## src/rtl/div_pkg.sv

```systemverilog
// Shared definitions for the sequential divider.
//   state_e  : FSM encoding (IDLE, RUN, DONE)
//   RES_*    : result classification latched on accept, applied in DONE
//   cnt_w()  : step-counter width for a given operand width
package div_pkg;

  typedef enum logic [1:0] {
    IDLE = 2'd0,
    RUN  = 2'd1,
    DONE = 2'd2
  } state_e;

  localparam logic [1:0] RES_OK  = 2'd0;
  localparam logic [1:0] RES_DZ  = 2'd1;
  localparam logic [1:0] RES_OVF = 2'd2;

  // Counter only has to reach W-1; keep at least one bit.
  function automatic int cnt_w(input int w);
    return (w <= 2) ? 1 : $clog2(w);
  endfunction

endpackage

```

## src/rtl/div_step.sv

```systemverilog
// One restoring-division step (combinational).
//   prem_i : partial remainder, W+1 bits
//   dvs_i  : divisor magnitude, W bits
//   bit_i  : next dividend bit (MSB first)
//   prem_o : updated partial remainder, W+1 bits
//   qbit_o : quotient bit produced by this step
module div_step #(
  parameter int W = 16
) (
  input  logic [W:0]   prem_i,
  input  logic [W-1:0] dvs_i,
  input  logic         bit_i,
  output logic [W:0]   prem_o,
  output logic         qbit_o
);

  logic [W:0] shifted;

  // The shift drops prem_i[W]; if it were set the true shifted value would
  // exceed the divisor anyway, so it forces a subtract. The subtraction
  // modulo 2^(W+1) still yields the exact remainder.
  assign shifted = {prem_i[W-1:0], bit_i};
  assign qbit_o  = prem_i[W] | (shifted >= {1'b0, dvs_i});
  assign prem_o  = qbit_o ? (shifted - {1'b0, dvs_i}) : shifted;

endmodule

```

## src/rtl/seq_divider.sv

```systemverilog
// Multi-cycle restoring divider with start/busy/valid handshake.
//   clk, rst (sync, active high)
//   start, numerator[W], denominator[W] : request, sampled when busy=0
//   busy        : high in RUN and DONE
//   valid       : one-cycle pulse, results registered out of DONE
//   quotient[OUT_W], remainder[W], error, ovf : held until next update
module seq_divider
  import div_pkg::*;
#(
  parameter int W      = 16,
  parameter int OUT_W  = 32,
  parameter int SIGNED = 0
) (
  input  logic             clk,
  input  logic             rst,
  input  logic             start,
  input  logic [W-1:0]     numerator,
  input  logic [W-1:0]     denominator,
  output logic             busy,
  output logic             valid,
  output logic [OUT_W-1:0] quotient,
  output logic [W-1:0]     remainder,
  output logic             error,
  output logic             ovf
);

  localparam int            CW       = cnt_w(W);
  localparam logic [CW-1:0] CNT_LAST = CW'(W - 1);
  localparam logic [W-1:0]  NUM_MIN  = {1'b1, {(W-1){1'b0}}};

  state_e           state_q, state_d;
  logic [CW-1:0]    cnt_q, cnt_d;
  logic [W:0]       prem_q, prem_d;
  // Dividend shifts out at the MSB while quotient bits shift in at the LSB;
  // after W steps it holds the quotient magnitude.
  logic [W-1:0]     dvd_q, dvd_d;
  logic [W-1:0]     dvs_q, dvs_d;
  logic             num_neg_q, num_neg_d;
  logic             q_neg_q, q_neg_d;
  logic [1:0]       code_q, code_d;
  logic [OUT_W-1:0] quot_q, quot_d;
  logic [W-1:0]     rem_q, rem_d;
  logic             err_q, err_d;
  logic             ovf_q, ovf_d;
  logic             valid_q, valid_d;

  logic [W:0]       step_prem;
  logic             step_qbit;
  logic             num_neg, den_neg;
  logic [W-1:0]     num_mag, den_mag;
  logic [W-1:0]     q_fix, r_fix;
  logic [OUT_W-1:0] q_ext;

  div_step #(.W(W)) u_step (
    .prem_i (prem_q),
    .dvs_i  (dvs_q),
    .bit_i  (dvd_q[W-1]),
    .prem_o (step_prem),
    .qbit_o (step_qbit)
  );

  assign num_neg = (SIGNED != 0) && numerator[W-1];
  assign den_neg = (SIGNED != 0) && denominator[W-1];
  assign num_mag = num_neg ? W'(-numerator)   : numerator;
  assign den_mag = den_neg ? W'(-denominator) : denominator;

  // MIN/-1 needs no special datapath: magnitude 2^(W-1), no negation,
  // reads back as -2^(W-1) after sign extension.
  assign q_fix = q_neg_q   ? W'(-dvd_q)          : dvd_q;
  assign r_fix = num_neg_q ? W'(-prem_q[W-1:0])  : prem_q[W-1:0];

  always_comb begin
    q_ext = '0;
    q_ext[W-1:0] = q_fix;
    for (int i = W; i < OUT_W; i++) q_ext[i] = (SIGNED != 0) ? q_fix[W-1] : 1'b0;
  end

  always_comb begin
    state_d   = state_q;
    cnt_d     = cnt_q;
    prem_d    = prem_q;
    dvd_d     = dvd_q;
    dvs_d     = dvs_q;
    num_neg_d = num_neg_q;
    q_neg_d   = q_neg_q;
    code_d    = code_q;
    quot_d    = quot_q;
    rem_d     = rem_q;
    err_d     = err_q;
    ovf_d     = ovf_q;
    valid_d   = 1'b0;
    case (state_q)
      IDLE: begin
        if (start) begin
          dvs_d     = den_mag;
          prem_d    = '0;
          cnt_d     = '0;
          num_neg_d = num_neg;
          q_neg_d   = num_neg ^ den_neg;
          if (denominator == '0) begin
            // Raw numerator kept so it can be returned as the remainder.
            dvd_d   = numerator;
            code_d  = RES_DZ;
            state_d = DONE;
          end else begin
            dvd_d   = num_mag;
            code_d  = ((SIGNED != 0) && numerator == NUM_MIN && denominator == '1)
                      ? RES_OVF : RES_OK;
            state_d = RUN;
          end
        end
      end
      RUN: begin
        prem_d = step_prem;
        dvd_d  = {dvd_q[W-2:0], step_qbit};
        if (cnt_q == CNT_LAST) state_d = DONE;
        else                   cnt_d   = cnt_q + CW'(1);
      end
      DONE: begin
        state_d = IDLE;
        valid_d = 1'b1;
        if (code_q == RES_DZ) begin
          quot_d = '1;
          rem_d  = dvd_q;
          err_d  = 1'b1;
          ovf_d  = 1'b0;
        end else begin
          quot_d = q_ext;
          rem_d  = r_fix;
          err_d  = 1'b0;
          ovf_d  = (code_q == RES_OVF);
        end
      end
      default: state_d = IDLE;
    endcase
  end

  always_ff @(posedge clk) begin
    if (rst) begin
      state_q   <= IDLE;
      cnt_q     <= '0;
      prem_q    <= '0;
      dvd_q     <= '0;
      dvs_q     <= '0;
      num_neg_q <= 1'b0;
      q_neg_q   <= 1'b0;
      code_q    <= RES_OK;
      quot_q    <= '0;
      rem_q     <= '0;
      err_q     <= 1'b0;
      ovf_q     <= 1'b0;
      valid_q   <= 1'b0;
    end else begin
      state_q   <= state_d;
      cnt_q     <= cnt_d;
      prem_q    <= prem_d;
      dvd_q     <= dvd_d;
      dvs_q     <= dvs_d;
      num_neg_q <= num_neg_d;
      q_neg_q   <= q_neg_d;
      code_q    <= code_d;
      quot_q    <= quot_d;
      rem_q     <= rem_d;
      err_q     <= err_d;
      ovf_q     <= ovf_d;
      valid_q   <= valid_d;
    end
  end

  // valid is the registered result strobe of DONE, so it lands in the cycle
  // after DONE; that cycle is already IDLE and may accept the next start.
  assign busy      = (state_q != IDLE);
  assign valid     = valid_q;
  assign quotient  = quot_q;
  assign remainder = rem_q;
  assign error     = err_q;
  assign ovf       = ovf_q;

endmodule

```

## config.mk

```make
export PLATFORM = sky130hd
export DESIGN_NAME = seq_divider
export DESIGN_NICKNAME = d
export VERILOG_FILES = /design/src/rtl/div_pkg.sv /design/src/rtl/div_step.sv /design/src/rtl/seq_divider.sv
export SDC_FILE = /design/constraint.sdc
export NUM_CORES = 1
export LEC_CHECK = 0
export BUFFER_PORTS_ARGS = -buffer_cell sky130_fd_sc_hd__buf_4
export CAP_MARGIN = 20
export CORE_UTILIZATION = 52
export CTS_BUF_LIST = sky130_fd_sc_hd__clkbuf_8
export DETAILED_ROUTE_END_ITERATION = 6
export HOLD_SLACK_MARGIN = 0.02
export MAX_ROUTING_LAYER = met4
export PLACE_DENSITY = 0.74
export SYNTH_ARGS = -nofsm -noshare
export SYNTH_HDL_FRONTEND = slang
export SYNTH_SLANG_ARGS = --single-unit
```

## constraint.sdc

```tcl
create_clock -name clk -period 2.5 [get_ports clk]
set_clock_uncertainty 0.1 [all_clocks]
set_input_delay 0.5 -clock clk [delete_from_list [all_inputs] [get_ports clk]]
set_output_delay 0.5 -clock clk [all_outputs]
set_load 0.05 [all_outputs]
```

Word-level counts from Yosys, hierarchy flattened
Cells that the tools add are included.
Widths: inputs -> output; s select.
{"block": "op_classes", "add_sub_neg": 2, "order_cmp": 1, "eq_ne": 8, "n_mux": 18, "bitwise_logic": 1, "n_reduce_logical": 8}
{"cell": "$mux 17", "n": 2}
{"cell": "$pmux 17 s2", "n": 1}
{"cell": "$mux 16", "n": 2}
{"cell": "$mux 32", "n": 1}
{"cell": "$pmux 16 s2", "n": 1}
{"cell": "$ge 17x16->1", "n": 1}
{"cell": "$sub 17x16->17", "n": 1}
{"cell": "$logic_not 16->1", "n": 1}
{"cell": "$mux 4", "n": 2}
{"cell": "$pmux 4 s2", "n": 1}
{"cell": "$mux 2", "n": 3}
{"cell": "$ne 2x2->1 const B", "n": 3}
{"cell": "$reduce_and 2->1", "n": 3}
{"cell": "$add 4x1->4 const B", "n": 1}
{"cell": "$eq 2x1->1 const B", "n": 2}
{"cell": "$eq 2x2->1 const B", "n": 2}
{"cell": "$eq 4x4->1 const B", "n": 1}
{"cell": "$mux 1", "n": 4}
{"cell": "$pmux 2 s2", "n": 1}
{"cell": "$reduce_bool 2->1", "n": 2}
{"cell": "$reduce_and 3->1", "n": 1}
{"cell": "$logic_not 2->1", "n": 1}
{"cell": "$or 1x1->1", "n": 1}
{"block": "word_totals", "register_bits": 108, "inputBits": 35, "output_inout_bits": 52, "word_cells": 49}

Logic depth before layout (Yosys ltp)
{"block": "logic_depth", "depth_word": 4, "mapped_depth": 11, "ltp_nobuf": 10}

Cells and area by module
From an unflattened synthesis, not the netlist that was laid out.
{"block": "hier_totals", "hier_cells": 607, "hier_area_um2": 4999.8}
{"mod": "seq_divider", "n_inst": 1, "cells_per_inst": 433, "area_per_inst_um2": 3717.3, "seq_area_each_um2": 1801.7}
{"mod": "div_step", "n_inst": 1, "cells_per_inst": 174, "area_per_inst_um2": 1282.5, "seq_area_each_um2": 0.0}

Worst setup path after synthesis
Ideal clock, no wire load.
{"block": "synth_path", "kind": "register to register", "from": "reg dvs_q[14]", "to": "reg dvd_q[0]", "setup_ns": 0.128, "arrival_ns": 2.258, "required_time_ns": 2.272, "path_slack_ns": 0.014, "path_stages_with_launch": 12, "n_path_buf": 2, "period_less_slack_ns": 2.486, "cell_sequence": "dfxtp_1 > inv_1 > ha_1 > buf_6 > a21o_1 > a2111oi_2 > o41a_1 > nor3b_4 > buf_6 > nor2_1 > a221oi_2 > nor2_1"}
{"block": "synth_between", "elab_chain_cells": 3}
{"item": "start, declared", "line": "seq_divider.sv:37", "source": "logic [W-1:0] dvs_q, dvs_d;"}
{"item": "start signal, assigned", "line": "seq_divider.sv:158", "source": "dvs_q <= dvs_d;"}
{"item": "$ge 17x16->1", "line": "div_step.sv:23", "source": "assign qbit_o = prem_i[W] | (shifted >= {1'b0, dvs_i});"}
{"item": "$or 1x1->1", "line": "div_step.sv:23"}
{"item": "$pmux 16 s2", "line": "seq_divider.sv:92", "source": "case (state_q)"}
{"item": "end signal, assigned", "line": "seq_divider.sv:157", "source": "dvd_q <= dvd_d;"}
{"item": "end, declared", "line": "seq_divider.sv:36", "source": "logic [W-1:0] dvd_q, dvd_d;"}
Every way passes these cells.
A chain may end at the register's enable or synchronous reset.

Final worst setup path
{"block": "layout_path", "from": "reg dvs_q[12]", "to": "reg prem_q[14]"}
{"block": "layout_between", "elab_chain_cells": 4, "word_cells_on_any_way": 5, "classes_between": "1 x add/sub; 1 x order compare; 2 x mux; 1 x bitwise"}
{"item": "$ge 17x16->1", "line": "div_step.sv:23"}
{"item": "$or 1x1->1", "line": "div_step.sv:23"}
{"item": "$mux 17 *", "line": "div_step.sv:24", "source": "assign prem_o = qbit_o ? (shifted - {1'b0, dvs_i}) : shifted;"}
{"item": "$pmux 17 s2 *", "line": "seq_divider.sv:92"}
{"item": "end signal, assigned", "line": "seq_divider.sv:156", "source": "prem_q <= prem_d;"}
{"item": "end, declared", "line": "seq_divider.sv:33", "source": "logic [W:0] prem_q, prem_d;"}
Every way passes the cells marked *; elsewhere a longest branch is shown, timed or not.

==> results.py <==
metrics = {
    "critical_path": {
        "r2r_setup_slack_ns": 0.005,
        "path_depth": 9,
        "worstPathArrival_ns": 2.70,
        "worst-path-max-fanout": 11,
        "startpoint_type": "flip-flop",
        "required_ns": 2.71,
        "critPathCaptureType": "flip-flop",
        "cpLargestDelayFamily": "simple AND/OR/NAND/NOR gates",
        "cp_slowest_cell": "or4_4",
        "max_stage_delay_ns": 0.50,
        "worstSetupPathType": "flip-flop to flip-flop",
        "cp_cell_sequence": "inv_2 > ha_4 > and4_4 > or3b_4 > a31oi_4 > nor3b_4 > buf_12 > or4_4 > nand2_2",
        "ff2ff_path_depth": 9,
        "critical_path_buf_inv_count": 2,
    },
    "drt": {
        "drc": 0,
        "vias": 4420,
        "wl_microns": 12500,
        "viasPerCell": 5.67,
        "drtIter0Drc": 201,
        "dr.pass1.iters": 5,
        "route.detailed.wl_per_inst_microns": 16.1,
        "ant_nets": 0,
    },
    "final_layout": {
        "syn2layout_area_growth_pct": 28.7,
        "mostFrequentLayoutCells": "131 x buf_4, 79 x dfxtp_1, 71 x nor2_1",
        "drive_gt1_frac": 0.291,
        "fill_cells": 731,
        "nets": 719,
        "final_common_cell": "buf_4",
        "design_area_sq_um": 5990,
        "n_antenna_cell": 0,
        "utilization": 0.690,
    },
    "timing": {
        "fmax_mhz": 401,
        "maxSlewHeadroom": 0.544,
        "worst_pin_slew_ns": 0.683,
        "period_needed_ns": 2.50,
        "slew_viol_final": 0,
        "rsz0062_at_grt": "true",
        "finalCritPeriodShare": 0.998,
        "hold_violations": 0,
        "holdWs_ns": 0.284,
        "setup_viol": 0,
    },
    "clocking": {
        "hold_buffers": 0,
        "cts-root-buf": "clkbuf_8",
        "clkTransAtPathRegs_ns": 0.10,
        "cts_buffer_depth": 2,
        "cts_max_level": 3,
        "cts_buffers": 9,
        "clock_sinks": 90,
        "tritoncts": "done",
        "clk-insertion-delay-late_ns": 0.36,
    },
    "flow_run": {
        "maxCapViolations": 0,
    },
    "logic_synthesis": {
        "synthCells": 568,
        "synth_area_sq_um": 4650,
        "ys_seq_area_frac": 0.388,
        "yosys_warnings": 0,
        "synth-seq-cells": 90,
        "synth_cell_type_count": 51,
        "syn_avg_cell_area_sq_um": 8.19,
        "synth_fp_nets": 621,
    },
    "pwr": {
        "p_per_area_nw_per_um2": 1350,
        "max-vdd-ir-drop_mv": 0.893,
        "p_leak_uw": 0.00257,
    },
    "grt": {
        "grt_antenna_before_repair": 0,
        "grt_overflow_total": 0,
        "grt_pass1_wl_microns": 18800,
        "grt_pass1_vias": 3919,
        "grt_max_degree": 34,
        "track_usage": 0.274,
    },
    "die": {
        "initial_utilization": 0.536,
        "die_h_microns": 96.6,
        "core_sq_um": 8680,
        "pin_count": 87,
        "die_x_microns": 96.6,
        "fp.dieArea_sq_um": 9320,
        "core.rowCount": 34,
    },
    "placement": {
        "gp_congestion": 0.932,
        "port_buffers": 85,
        "dpl-instance-area_sq_um": 5500,
        "dp_hpwl_microns": 8910,
    },
    "min_path": {
        "hold-path-cell-count": 3,
        "hp-class": "input port to flip-flop",
    },
    "outcome": {
        "status": "finished, final reports clean",
    },
}
==> cell type report <==
type | count | area, sq um | share of cell area
well taps | 108 | 135 | 0.0226
clock buffers | 9 | 124 | 0.0207
inverters | 19 | 71.3 | 0.0119
multi-input cells | 409 | 2660 | 0.444
flip-flops and latches | 90 | 1820 | 0.303
repair buffers | 137 | 1080 | 0.181
clock inverters | 7 | 100 | 0.0167
==> worst register-to-register path: stages (launching register included) <==
cell     delay [ns]
dfxtp_2        0.38
inv_2          0.06
ha_4           0.26
and4_4         0.23
or3b_4         0.39
a31oi_4        0.20
nor3b_4        0.09
buf_12         0.16
or4_4          0.51
nand2_2        0.06
==> through the flow <==
stage                     cells  power, uW  TNS, ns  worst slack [ns]
final                       779       8080        0           0.00487
after global routing        779       8530   -0.170           -0.0618
after CTS                   770       7020        0            0.0138
after detailed placement    753       5740  -0.0743           -0.0481
after global placement      753       5690  -0.0299           -0.0299
after floorplan             568       4540        0            0.0140
==> synth_stat cells, drive strengths merged <==
cell      n  area share
nor3b     1      0.0040
o21bai    1      0.0016
a211oi   35       0.057
or2       3      0.0040
o21a      1      0.0016
a31oi     5      0.0067
a211o     1      0.0019
o41a      1      0.0024
and2      3      0.0040
nand3     3      0.0032
clkbuf   27       0.022
o2111ai   2      0.0038
xnor2     4      0.0075
nor4      5      0.0067
a21oi    42       0.045
xor2     12       0.023
inv      19       0.015
or4       1      0.0016
buf      23       0.037
nor3     35       0.038
fa        1      0.0043
a2111oi   2      0.0051
o21ai    19       0.020
o311ai    1      0.0019
or3       1      0.0013
a221oi    2      0.0051
o31ai     2      0.0032
o211ai    3      0.0048
and4      2      0.0043
nor2     72       0.058
nand4     6      0.0081
nand2b    7      0.0094
conb      1     0.00081
nor2b     3      0.0040
ha       17       0.046
mux2i    35       0.075
nand4b    1      0.0019
a21o      7       0.011
and3      1      0.0013
nand2    68       0.055
or3b      1      0.0019
a32oi     2      0.0038
dfxtp    90        0.39
==> per-layer routing <==
metal  up-vias  part of all wire  global-route usage
met2       126              0.49               0.446
met4         0             0.020               0.103
met5         -                 0                   -
li1       2183                 -                   -
met3        23             0.044              0.0368
met1      2088              0.45               0.347
==> logic make-up (layout without fill, tap and decap cells) <==
logic type	after synthesis	after routing	share of synthesized area
adder cells (fa/ha/maj)	18	18	0.0501
AO/OA/AOI/OAI	126	126	0.175
flip-flops	90	90	0.388
XOR/XNOR	16	16	0.0301
buffers and inverters	69	172	0.0740
AND/OR/NAND/NOR	213	213	0.207
other	1	1	0.000807
multiplexers	35	35	0.0754
==> what timing repair did <==
item,in CTS,in global routing
buffers inserted,1,8
setup endpoints to repair,10,15
cloned,0,1
pin swaps,1,6
gates resized for setup,7,37
==> power breakdown <==
group	total [uW]	leakage [uW]	internal [uW]	switching (uW)
Clock	1140	0.000114	574	564
Sequential	1800	0.000739	1620	188
Combinational	5130	0.00172	2570	2560
Total	8080	0.00257	4760	3310
==> registers in the layout (all words and copies together) (netlist names) <==
register and cells:
dvs_q 16, state_q 2, remainder 16, dvd_q 16, valid 1, cnt_q 4, code_q 1, prem_q 17
quotient 17
==> worst paths after layout <==
kind,start,to
setup reg to reg,dvs_q[12]$_SDFFE_PP0P_,prem_q[14]$_SDFFE_PP0P_
hold / removal,denominator[6],dvs_q[6]$_SDFFE_PP0P_
hold reg to reg,dvs_q[8]$_SDFFE_PP0P_,dvs_q[8]$_SDFFE_PP0P_
setup / recovery,dvs_q[12]$_SDFFE_PP0P_,prem_q[14]$_SDFFE_PP0P_
No activity file was read; power rests on OpenSTA's default activity.
